$ cat src/rtl/usb_rx_bit_decoder_if.sv
// Bus bundle between the USB RX bit decoder and its neighbours:
// line inputs plus enable on one side, decoded byte stream and status strobes on the other.
interface usb_rx_bit_decoder_if;
  logic       rx_enable;
  logic       d_plus_sync;
  logic       d_minus_sync;
  logic [7:0] rx_byte;
  logic       rx_byte_valid;
  logic       rx_active;
  logic       eop;
  logic       stuff_err;
  logic       sync_err;

  // Driver side: the RX controller / line front end
  modport master (
    output rx_enable, d_plus_sync, d_minus_sync,
    input  rx_byte, rx_byte_valid, rx_active, eop, stuff_err, sync_err
  );

  // Decoder side
  modport slave (
    input  rx_enable, d_plus_sync, d_minus_sync,
    output rx_byte, rx_byte_valid, rx_active, eop, stuff_err, sync_err
  );
endinterface

$ cat src/rtl/usb_rx_bit_decoder.sv
// USB full-speed receive bit layer: recovers bit timing from the synchronized
// D+/D- lines, NRZI-decodes, drops stuffed bits, assembles bytes LSB-first and
// detects end-of-packet.
// Optional macro RX_SYNC_STRIP_EN: check and swallow the leading 0x80 sync byte,
// flagging sync_err on a mismatch. Without it every byte is presented and
// sync_err is tied low.
module usb_rx_bit_decoder #(
  parameter int CLKS_PER_BIT = 8,
  parameter int SAMPLE_POINT = 3,
  parameter int CNT_BITS     = 4
) (
  input logic                 clk,
  input logic                 rst,
  usb_rx_bit_decoder_if.slave bus
);

  localparam logic [1:0] ST_IDLE = 2'd0;
  localparam logic [1:0] ST_RECV = 2'd1;
  localparam logic [1:0] ST_EOP  = 2'd2;
  localparam logic [1:0] ST_ERR  = 2'd3;

  localparam logic [CNT_BITS-1:0] SAMPLE_PHASE = CNT_BITS'(SAMPLE_POINT);
  localparam logic [CNT_BITS-1:0] LAST_PHASE   = CNT_BITS'(CLKS_PER_BIT - 1);

  logic [1:0]          state_q, state_d;
  logic [CNT_BITS-1:0] phase_q, phase_d;
  logic                dp_prev_q, dp_prev_d;
  logic                prev_level_q, prev_level_d;
  logic [2:0]          ones_cnt_q, ones_cnt_d;
  logic [3:0]          bit_cnt_q, bit_cnt_d;
  logic [1:0]          se0_cnt_q, se0_cnt_d;
  logic [7:0]          shift_q, shift_d;
  logic [7:0]          rx_byte_q, rx_byte_d;
  logic                rx_byte_valid_q, rx_byte_valid_d;
  logic                eop_q, eop_d;
  logic                stuff_err_q, stuff_err_d;
`ifdef RX_SYNC_STRIP_EN
  logic                first_byte_q, first_byte_d;
  logic                sync_err_q, sync_err_d;
`endif

  logic       dp_edge;
  logic       line_se0;
  logic       line_j;
  logic       line_k;
  logic       sample;
  logic       bit_val;
  logic [7:0] shift_next;
  logic [3:0] bit_cnt_next;

  assign dp_edge      = bus.d_plus_sync != dp_prev_q;
  assign line_se0     = !bus.d_plus_sync && !bus.d_minus_sync;
  assign line_j       = bus.d_plus_sync && !bus.d_minus_sync;
  assign line_k       = !bus.d_plus_sync && bus.d_minus_sync;
  // A resync edge suppresses the sample that would otherwise fire this cycle
  assign sample       = (state_q != ST_IDLE) && !dp_edge && (phase_q == SAMPLE_PHASE);
  // NRZI: no transition means a 1
  assign bit_val      = bus.d_plus_sync == prev_level_q;
  assign shift_next   = {bit_val, shift_q[7:1]};
  assign bit_cnt_next = bit_cnt_q + 4'd1;

  // Bit-period phase counter, restarted by any D+ transition
  always_comb begin
    dp_prev_d = bus.d_plus_sync;
    phase_d   = phase_q;
    if (state_q == ST_IDLE || dp_edge) begin
      phase_d = '0;
    end else if (phase_q == LAST_PHASE) begin
      phase_d = '0;
    end else begin
      phase_d = phase_q + 1'b1;
    end
  end

  // Receive state machine: decoding, destuffing, byte assembly and EOP/error tracking
  always_comb begin
    state_d         = state_q;
    prev_level_d    = prev_level_q;
    ones_cnt_d      = ones_cnt_q;
    bit_cnt_d       = bit_cnt_q;
    se0_cnt_d       = se0_cnt_q;
    shift_d         = shift_q;
    rx_byte_d       = rx_byte_q;
    rx_byte_valid_d = 1'b0;
    eop_d           = 1'b0;
    stuff_err_d     = 1'b0;
`ifdef RX_SYNC_STRIP_EN
    first_byte_d    = first_byte_q;
    sync_err_d      = 1'b0;
`endif

    case (state_q)
      ST_IDLE: begin
        if (bus.rx_enable && dp_prev_q && !bus.d_plus_sync && bus.d_minus_sync) begin
          state_d      = ST_RECV;
          prev_level_d = 1'b1;
          ones_cnt_d   = 3'd0;
          bit_cnt_d    = 4'd0;
          se0_cnt_d    = 2'd0;
`ifdef RX_SYNC_STRIP_EN
          first_byte_d = 1'b1;
`endif
        end
      end

      ST_RECV: begin
        if (sample) begin
          if (line_se0) begin
            se0_cnt_d = se0_cnt_q + 2'd1;
            if (se0_cnt_q == 2'd1) begin
              state_d   = ST_EOP;
              se0_cnt_d = 2'd0;
            end
          end else begin
            se0_cnt_d    = 2'd0;
            prev_level_d = bus.d_plus_sync;
            if (ones_cnt_q == 3'd6) begin
              ones_cnt_d = 3'd0;
              if (bit_val) begin
                stuff_err_d = 1'b1;
                state_d     = ST_ERR;
              end
            end else begin
              shift_d    = shift_next;
              ones_cnt_d = bit_val ? ones_cnt_q + 3'd1 : 3'd0;
              if (bit_cnt_next == 4'd8) begin
                bit_cnt_d = 4'd0;
`ifdef RX_SYNC_STRIP_EN
                if (first_byte_q) begin
                  first_byte_d = 1'b0;
                  if (shift_next != 8'h80) begin
                    sync_err_d = 1'b1;
                    state_d    = ST_ERR;
                  end
                end else begin
                  rx_byte_d       = shift_next;
                  rx_byte_valid_d = 1'b1;
                end
`else
                rx_byte_d       = shift_next;
                rx_byte_valid_d = 1'b1;
`endif
              end else begin
                bit_cnt_d = bit_cnt_next;
              end
            end
          end
        end
      end

      ST_EOP: begin
        if (sample) begin
          if (line_j) begin
            eop_d   = 1'b1;
            state_d = ST_IDLE;
          end else if (line_k) begin
            state_d   = ST_ERR;
            se0_cnt_d = 2'd0;
          end
        end
      end

      default: begin
        if (sample) begin
          if (line_se0) begin
            se0_cnt_d = (se0_cnt_q == 2'd2) ? 2'd2 : se0_cnt_q + 2'd1;
          end else if (line_j && se0_cnt_q == 2'd2) begin
            state_d = ST_IDLE;
          end else begin
            se0_cnt_d = 2'd0;
          end
        end
      end
    endcase

    if (!bus.rx_enable) begin
      state_d         = ST_IDLE;
      rx_byte_d       = rx_byte_q;
      rx_byte_valid_d = 1'b0;
      eop_d           = 1'b0;
      stuff_err_d     = 1'b0;
`ifdef RX_SYNC_STRIP_EN
      sync_err_d      = 1'b0;
`endif
    end
  end

  // State and output registers with synchronous reset
  always_ff @(posedge clk) begin
    if (rst) begin
      state_q         <= ST_IDLE;
      phase_q         <= '0;
      dp_prev_q       <= 1'b0;
      prev_level_q    <= 1'b1;
      ones_cnt_q      <= 3'd0;
      bit_cnt_q       <= 4'd0;
      se0_cnt_q       <= 2'd0;
      shift_q         <= 8'h00;
      rx_byte_q       <= 8'h00;
      rx_byte_valid_q <= 1'b0;
      eop_q           <= 1'b0;
      stuff_err_q     <= 1'b0;
`ifdef RX_SYNC_STRIP_EN
      first_byte_q    <= 1'b0;
      sync_err_q      <= 1'b0;
`endif
    end else begin
      state_q         <= state_d;
      phase_q         <= phase_d;
      dp_prev_q       <= dp_prev_d;
      prev_level_q    <= prev_level_d;
      ones_cnt_q      <= ones_cnt_d;
      bit_cnt_q       <= bit_cnt_d;
      se0_cnt_q       <= se0_cnt_d;
      shift_q         <= shift_d;
      rx_byte_q       <= rx_byte_d;
      rx_byte_valid_q <= rx_byte_valid_d;
      eop_q           <= eop_d;
      stuff_err_q     <= stuff_err_d;
`ifdef RX_SYNC_STRIP_EN
      first_byte_q    <= first_byte_d;
      sync_err_q      <= sync_err_d;
`endif
    end
  end

  assign bus.rx_byte       = rx_byte_q;
  assign bus.rx_byte_valid = rx_byte_valid_q;
  assign bus.rx_active     = state_q != ST_IDLE;
  assign bus.eop           = eop_q;
  assign bus.stuff_err     = stuff_err_q;
`ifdef RX_SYNC_STRIP_EN
  assign bus.sync_err      = sync_err_q;
`else
  assign bus.sync_err      = 1'b0;
`endif

endmodule

$ cat src/flat_wrapper.sv
// flat-port wrapper written by rule: the top's interface ports become plain ports
module usb_rx_bit_decoder_flat 
#(
  parameter int CLKS_PER_BIT = 8,
  parameter int SAMPLE_POINT = 3,
  parameter int CNT_BITS     = 4
)
  (clk, rst, bus_rx_enable, bus_d_plus_sync, bus_d_minus_sync, bus_rx_byte, bus_rx_byte_valid, bus_rx_active, bus_eop, bus_stuff_err, bus_sync_err);
  usb_rx_bit_decoder_if bus_i ();
  input logic clk;
  input logic rst;
  input wire logic [$bits(bus_i.rx_enable)-1:0] bus_rx_enable;
  input wire logic [$bits(bus_i.d_plus_sync)-1:0] bus_d_plus_sync;
  input wire logic [$bits(bus_i.d_minus_sync)-1:0] bus_d_minus_sync;
  output wire logic [$bits(bus_i.rx_byte)-1:0] bus_rx_byte;
  output wire logic [$bits(bus_i.rx_byte_valid)-1:0] bus_rx_byte_valid;
  output wire logic [$bits(bus_i.rx_active)-1:0] bus_rx_active;
  output wire logic [$bits(bus_i.eop)-1:0] bus_eop;
  output wire logic [$bits(bus_i.stuff_err)-1:0] bus_stuff_err;
  output wire logic [$bits(bus_i.sync_err)-1:0] bus_sync_err;
  assign bus_i.rx_enable = bus_rx_enable;
  assign bus_i.d_plus_sync = bus_d_plus_sync;
  assign bus_i.d_minus_sync = bus_d_minus_sync;
  assign bus_rx_byte = bus_i.rx_byte;
  assign bus_rx_byte_valid = bus_i.rx_byte_valid;
  assign bus_rx_active = bus_i.rx_active;
  assign bus_eop = bus_i.eop;
  assign bus_stuff_err = bus_i.stuff_err;
  assign bus_sync_err = bus_i.sync_err;
  usb_rx_bit_decoder #(.CLKS_PER_BIT(CLKS_PER_BIT), .SAMPLE_POINT(SAMPLE_POINT), .CNT_BITS(CNT_BITS)) u_core (.clk(clk), .rst(rst), .bus(bus_i));
endmodule
$ cat config.mk
export PLATFORM = sky130hd
export DESIGN_NAME = usb_rx_bit_decoder_flat
export DESIGN_NICKNAME = d
export VERILOG_FILES = /design/src/rtl/usb_rx_bit_decoder_if.sv /design/src/rtl/usb_rx_bit_decoder.sv /design/src/flat_wrapper.sv
export SDC_FILE = /design/constraint.sdc
export NUM_CORES = 1
export LEC_CHECK = 0
export ABC_AREA = 1
export BUFFER_PORTS_ARGS = -buffer_cell sky130_fd_sc_hd__buf_2
export CORE_MARGIN = 2
export CORE_UTILIZATION = 35
export DETAILED_ROUTE_END_ITERATION = 6
export PLACE_DENSITY = 0.61
export SETUP_SLACK_MARGIN = 0.15
export SLEW_MARGIN = 0
export SYNTH_ARGS = -nofsm -noshare
export SYNTH_HDL_FRONTEND = slang
export SYNTH_SLANG_ARGS = --single-unit
$ cat constraint.sdc
create_clock -name clk -period 1.7 [get_ports clk]
set_input_delay 0 -clock clk [delete_from_list [all_inputs] [get_ports clk]]
set_output_delay 0 -clock clk [all_outputs]
set_load 0.1 [all_outputs]
Word level (Yosys, flattened, before mapping)
Index checks and enable logic that the tools add are counted.
{"block": "classes", "n_addsub": 4, "eq_ne": 23, "muxes": 44, "bitwise": 6, "n_reduce_logical": 29}
{"operator": "$mux 2", "n": 23}
{"operator": "$mux 4", "n": 5}
{"operator": "$mux 3", "n": 5}
{"operator": "$pmux 2 s3", "n": 2}
{"operator": "$reduce_or 6->1", "n": 2}
{"operator": "$reduce_and 10->1", "n": 1}
{"operator": "$logic_and 1x1->1", "n": 9}
{"operator": "$ne 3x1->1 const B", "n": 3}
{"operator": "$add 4x1->4 const B", "n": 2}
{"operator": "$ne 2x2->1 const B", "n": 4}
{"operator": "$pmux 4 s2", "n": 1}
{"operator": "$reduce_and 4->1", "n": 2}
{"operator": "$reduce_and 7->1", "n": 1}
{"operator": "$mux 1", "n": 6}
{"operator": "$ne 2x1->1 const B", "n": 3}
{"operator": "$not 1->1", "n": 6}
{"operator": "$pmux 3 s2", "n": 1}
{"operator": "$reduce_and 6->1", "n": 1}
{"operator": "$reduce_bool 2->1", "n": 3}
{"operator": "$ne 5x3->1 const B", "n": 1}
{"operator": "$reduce_and 5->1", "n": 1}
{"operator": "$eq 2x1->1 const B", "n": 2}
{"operator": "$eq 2x2->1 const B", "n": 2}
{"operator": "$eq 4x2->1 const B", "n": 1}
{"operator": "17 further kinds", "n": 19}
{"block": "totals", "register_bits": 36, "elab_cells": 118}

Longest topological paths before layout
{"block": "logic_depth", "depth_word": 7, "depth_mapped": 12, "ltp_nobuf": 12}

Worst setup path before layout
Ideal clock, no wire load.
{"block": "synth_timing", "path_kind": "flip-flop to flip-flop", "startpoint": "reg u_core.state_q[0]", "endpoint": "reg u_core.bit_cnt_q[3]", "setup_ps": 114, "arrival_ps": 1932, "t_required_ps": 1586, "setup_slack_ps": -345, "path_stages_with_launch": 9, "n_path_buf": 0, "period_less_slack_ps": 2045, "cell_sequence": "dfxtp_1 inv_1 ha_1 inv_1 o21ai_1 nand3_2 nand2_1 nand2_1 nor2_1"}
{"block": "synth_between", "elab_chain_cells": 5}
{"element": "start: declaration", "line_no": "usb_rx_bit_decoder.sv:25", "rtl": "logic [1:0] state_q, state_d;"}
{"element": "start signal: assignment", "line_no": "usb_rx_bit_decoder.sv:208", "rtl": "state_q <= state_d;"}
{"element": "$reduce_bool 2->1"}
{"element": "net bus_rx_active", "line_no": "flat_wrapper.sv:17", "rtl": "output wire logic [$bits(bus_i.rx_active)-1:0] bus_rx_active;"}
{"element": "$logic_and 1x1->1 (2 in a row)", "line_no": "usb_rx_bit_decoder.sv:56", "rtl": "assign sample = (state_q != ST_IDLE) && !dp_edge && (phase_q == SAMPLE_PHASE);"}
{"element": "$ne 2x1->1 (no line)"}
{"element": "$reduce_and 5->1 (no line)"}
{"element": "end signal: assignment", "line_no": "usb_rx_bit_decoder.sv:213", "rtl": "bit_cnt_q <= bit_cnt_d;"}
{"element": "end: declaration", "line_no": "usb_rx_bit_decoder.sv:30", "rtl": "logic [3:0] bit_cnt_q, bit_cnt_d;"}
The timed path passes the listed nets, and every way through them passes these cells.
A chain may end at the register's enable or synchronous reset.

Worst setup path in the final report
{"block": "layout_timing", "startpoint": "reg u_core.state_q[0]", "endpoint": "reg u_core.rx_byte_q[6] (netlist: u_core.bus.rx_byte[6])"}
{"block": "layout_between", "elab_chain_cells": 4}
{"element": "$reduce_bool 2->1", "line_no": "usb_rx_bit_decoder.sv:56"}
{"element": "$logic_and 1x1->1 (2 in a row)", "line_no": "usb_rx_bit_decoder.sv:56"}
{"element": "$reduce_and 6->1 (no line) (*)"}
{"element": "end signal: assignment", "line_no": "usb_rx_bit_decoder.sv:216", "rtl": "rx_byte_q <= rx_byte_d;"}
{"element": "end: declaration", "line_no": "usb_rx_bit_decoder.sv:33", "rtl": "logic [7:0] rx_byte_q, rx_byte_d;"}
Every way passes the cells marked *; elsewhere a longest branch is shown, timed or not.

==> results.sh <==
export IMPL_status="complete, no violations"
export IMPL_critPathBufInv=2
export IMPL_synth_common_cells="41 x nand2_1, 36 x nor2_1, 35 x dfxtp_1, 31 x inv_1"
export IMPL_finalCritPeriodShare_pct=93.8
export IMPL_rr_endpoint="u_core.bus.rx_byte[6]"
export IMPL_max_cap_violations=0
export IMPL_cellPowerDensity_mw_per_mm2=691
export IMPL_root_buffer="clkbuf_8"
export IMPL_worstSetupStartpoint="u_core.state_q[0]"
export IMPL_r2r_start="u_core.state_q[0]"
export IMPL_multi_input_area_mm2=0.00119
export IMPL_synth_seq_cells=35
export IMPL_overflow=0
export IMPL_vdd_ir_drop_max_mv=0.369
export IMPL_dr_total_vias=1732
export IMPL_grt_pass1_vias=1624
export IMPL_critPathLaunchType="flop"
export IMPL_drc=0
export IMPL_area_growth_pct=30.2
export IMPL_detail_route_wl_per_cell_um=11.7
export IMPL_antenna_found_initial=0
export IMPL_critPathSlowestCell="dfxtp_4"
export IMPL_nFillCells=543
export IMPL_clockBufferDepth=2
export IMPL_firstDrtPassIters=4
export IMPL_drt_iter0_markers=54
export IMPL_yosysTopAreaCell="dfxtp_1"
export IMPL_drtAntennaViolNets=0
export IMPL_synth_top_flop_cell="dfxtp_1"
export IMPL_fin_nets=313
export IMPL_seq_area_um2=709
export IMPL_vias_per_cell=4.71
export IMPL_post_place_cells=341
export IMPL_synth_top_cells_by_area="dfxtp_1 36%, ha_1 8.4%, nand2_1 8.0%, nor2_1 7.0%, inv_1 6.0%"
export IMPL_leakage_nw=1.08
export IMPL_grt_pass1_wl_um=7200
export IMPL_cts_tree="yes"
export IMPL_path_class="reg2reg"
export IMPL_wirelength_um=4320
export IMPL_gp_congestion=0.869
export IMPL_die_h_um=78.2
export IMPL_start_util_pct=35.6
export IMPL_cp_required_ns=1.93
export IMPL_r2r_setup_slack_ns=0.10
export IMPL_drv_slew=0
export IMPL_clock_sinks=35
export IMPL_synth_most_common_cell="nand2_1"
export IMPL_r2r_cells=9
export IMPL_grt_setup_unrepaired="true"
export IMPL_synthCells=251
export IMPL_grt_max_degree=15
export IMPL_synth_top_area_share_pct=36.4
export IMPL_synth_distinct_cells=34
export IMPL_cp_max_fo=7
export IMPL_clk_latency_ns=0.29
export IMPL_antennaDiodeCount=0
export IMPL_avgSynthCellArea_um2=7.67
export IMPL_die_w_um=78.2
export IMPL_path_common_cell="nor2_8"
export IMPL_crit_cells=9
export IMPL_track_usage_pct=14.8
export IMPL_hold_class="in2reg"
export IMPL_skew_ns=0.00604
export IMPL_async_flop_share_pct=0
export IMPL_max_freq_ghz=0.627
export IMPL_end_kind="flop"
export IMPL_hold_start="bus_d_plus_sync"
export IMPL_post_route_cells_drive_above_1_share_pct=36.8
export IMPL_power_mw=1.73
export IMPL_path_clk_slew_ns=0.08
export IMPL_seq_area_frac_synth_pct=36.4
export IMPL_cts_buffers=5
export IMPL_critical_path_top_delay_family="simple AND/OR/NAND/NOR gates"
export IMPL_syn_area_mm2=0.00193
export IMPL_final_cells=368
export IMPL_arrival_ns=1.83
export IMPL_yosys_warnings=0
export IMPL_crit_end="u_core.bus.rx_byte[6]"
export IMPL_core_mm2=0.00541
export IMPL_synth_edf_count=0
export IMPL_hpwl_um=2980
export IMPL_setup_violations=0
export IMPL_crit_chain="inv_2 > ha_4 > a21oi_4 > nand3_4 > nor2_8 > inv_8 > nor2_8 > nand2_8 > o21ai_2"
export IMPL_hold_viol_final=0
export IMPL_pin_count=18
export IMPL_synthesis_nets=269
export IMPL_dieArea_mm2=0.00611
export IMPL_min_period_ns=1.60
export IMPL_htree_levels=2
export IMPL_max_stage_delay_ns=0.38
export IMPL_rows=27
export IMPL_portBuffers=16
## final cells by class
class                   count  share of cell area [%]
repair inverters            1                   0.250
inverters                  36                    5.94
repair buffers             41                    10.8
clock buffers               5                    2.74
flip-flops and latches     35                    28.3
well taps                  72                    3.59
multi-input cells         175                    47.5
clock inverters             3                   0.948
## kinds of logic after synthesis
group / Yosys count / share of synthesized area, %
adder cells (fa/ha/maj): 13 / 8.45
buffers and inverters: 41 / 9.23
XOR/XNOR: 3 / 1.36
AND/OR/NAND/NOR: 116 / 30.9
AO/OA/AOI/OAI: 42 / 13.5
other: 1 / 0.195
flip-flops: 35 / 36.4
## per-layer routing
metal | global-route usage [%] | part of all wire (%) | up-vias
met3 | 3.10 | 2.4 | 14
met1 | 18.3 | 46 | 802
met5 | 0 | 0 | -
li1 | - | - | 893
met2 | 24.1 | 49 | 23
met4 | 8.07 | 3.3 | 0
## tightest hold or removal path: stages
cell	delay, ns
buf_2	0.18
inv_4	0.11
nor2_1	0.04
## sequential cells by signal, summed over array words and instances (netlist names), 2 cells and up
signal              cells
u_core.se0_cnt_q        2
u_core.bit_cnt_q        4
u_core.bus.rx_byte      8
u_core.shift_q          7
u_core.phase_q          4
u_core.ones_cnt_q       3
u_core.state_q          2
## how the worst min path moves through the flow
stage                               end  cells past startpoint
floorplan           u_core.bit_cnt_q[2]                      1
global route           u_core.dp_prev_q                      3
CTS                    u_core.dp_prev_q                      3
detailed placement  u_core.bit_cnt_q[2]                      2
finish                 u_core.dp_prev_q                      3
global placement       u_core.dp_prev_q                      2
## layout by cell type (no fill, tap or decap), types with 3 or more instances in the layout
cell type and count:
ha_1 9, nand3_1 14, dfxtp_1 30, nand4_1 6, dfxtp_2 4, clkinvlp_4 3, inv_2 6, nor2_2 3
buf_2 16, nand2_2 5, nand3_4 3, nand2_4 3, clkbuf_8 5, buf_4 24, o21ai_1 7, nor2_1 32
a21oi_1 10, nand2_1 38, o21ai_0 4, a21oi_2 5, inv_1 27, o21ai_2 11
## where the power goes
group	switching [mW]	leakage (nW)	internal, mW
combinational	0.161	0.756	0.0891
clock	0.339	0.0408	0.293
sequential	0.0147	0.286	0.837
## repair_timing
action,in CTS,in global routing
cloned,0,1
resized for setup,14,25
hold buffers,1,0
pin swaps,4,8
endpoints found under the setup margin,21,28
buffers inserted,6,11
endpoints found under the hold margin,2,0
## stage by stage
| stage | hold slack (ns) | setup TNS (ns) | cell area [µm²] | util [%] | setup slack [ns] |
|---|---|---|---|---|---|
| global route | 0.0685 | 0 | 2510 | 46.4 | 0.0113 |
| floorplan | 0.0691 | -0.676 | 1950 | - | -0.111 |
| global placement | 0.233 | 0 | 2130 | 39.5 | 0.0722 |
| detailed placement | 0.242 | 0 | 2130 | 39.5 | 0.0676 |
| finish | 0.0730 | 0 | 2510 | 46.4 | 0.105 |
| CTS | 0.0577 | 0 | 2340 | 43.4 | 0.136 |
Note: power is estimated with default switching activity, not from simulation.
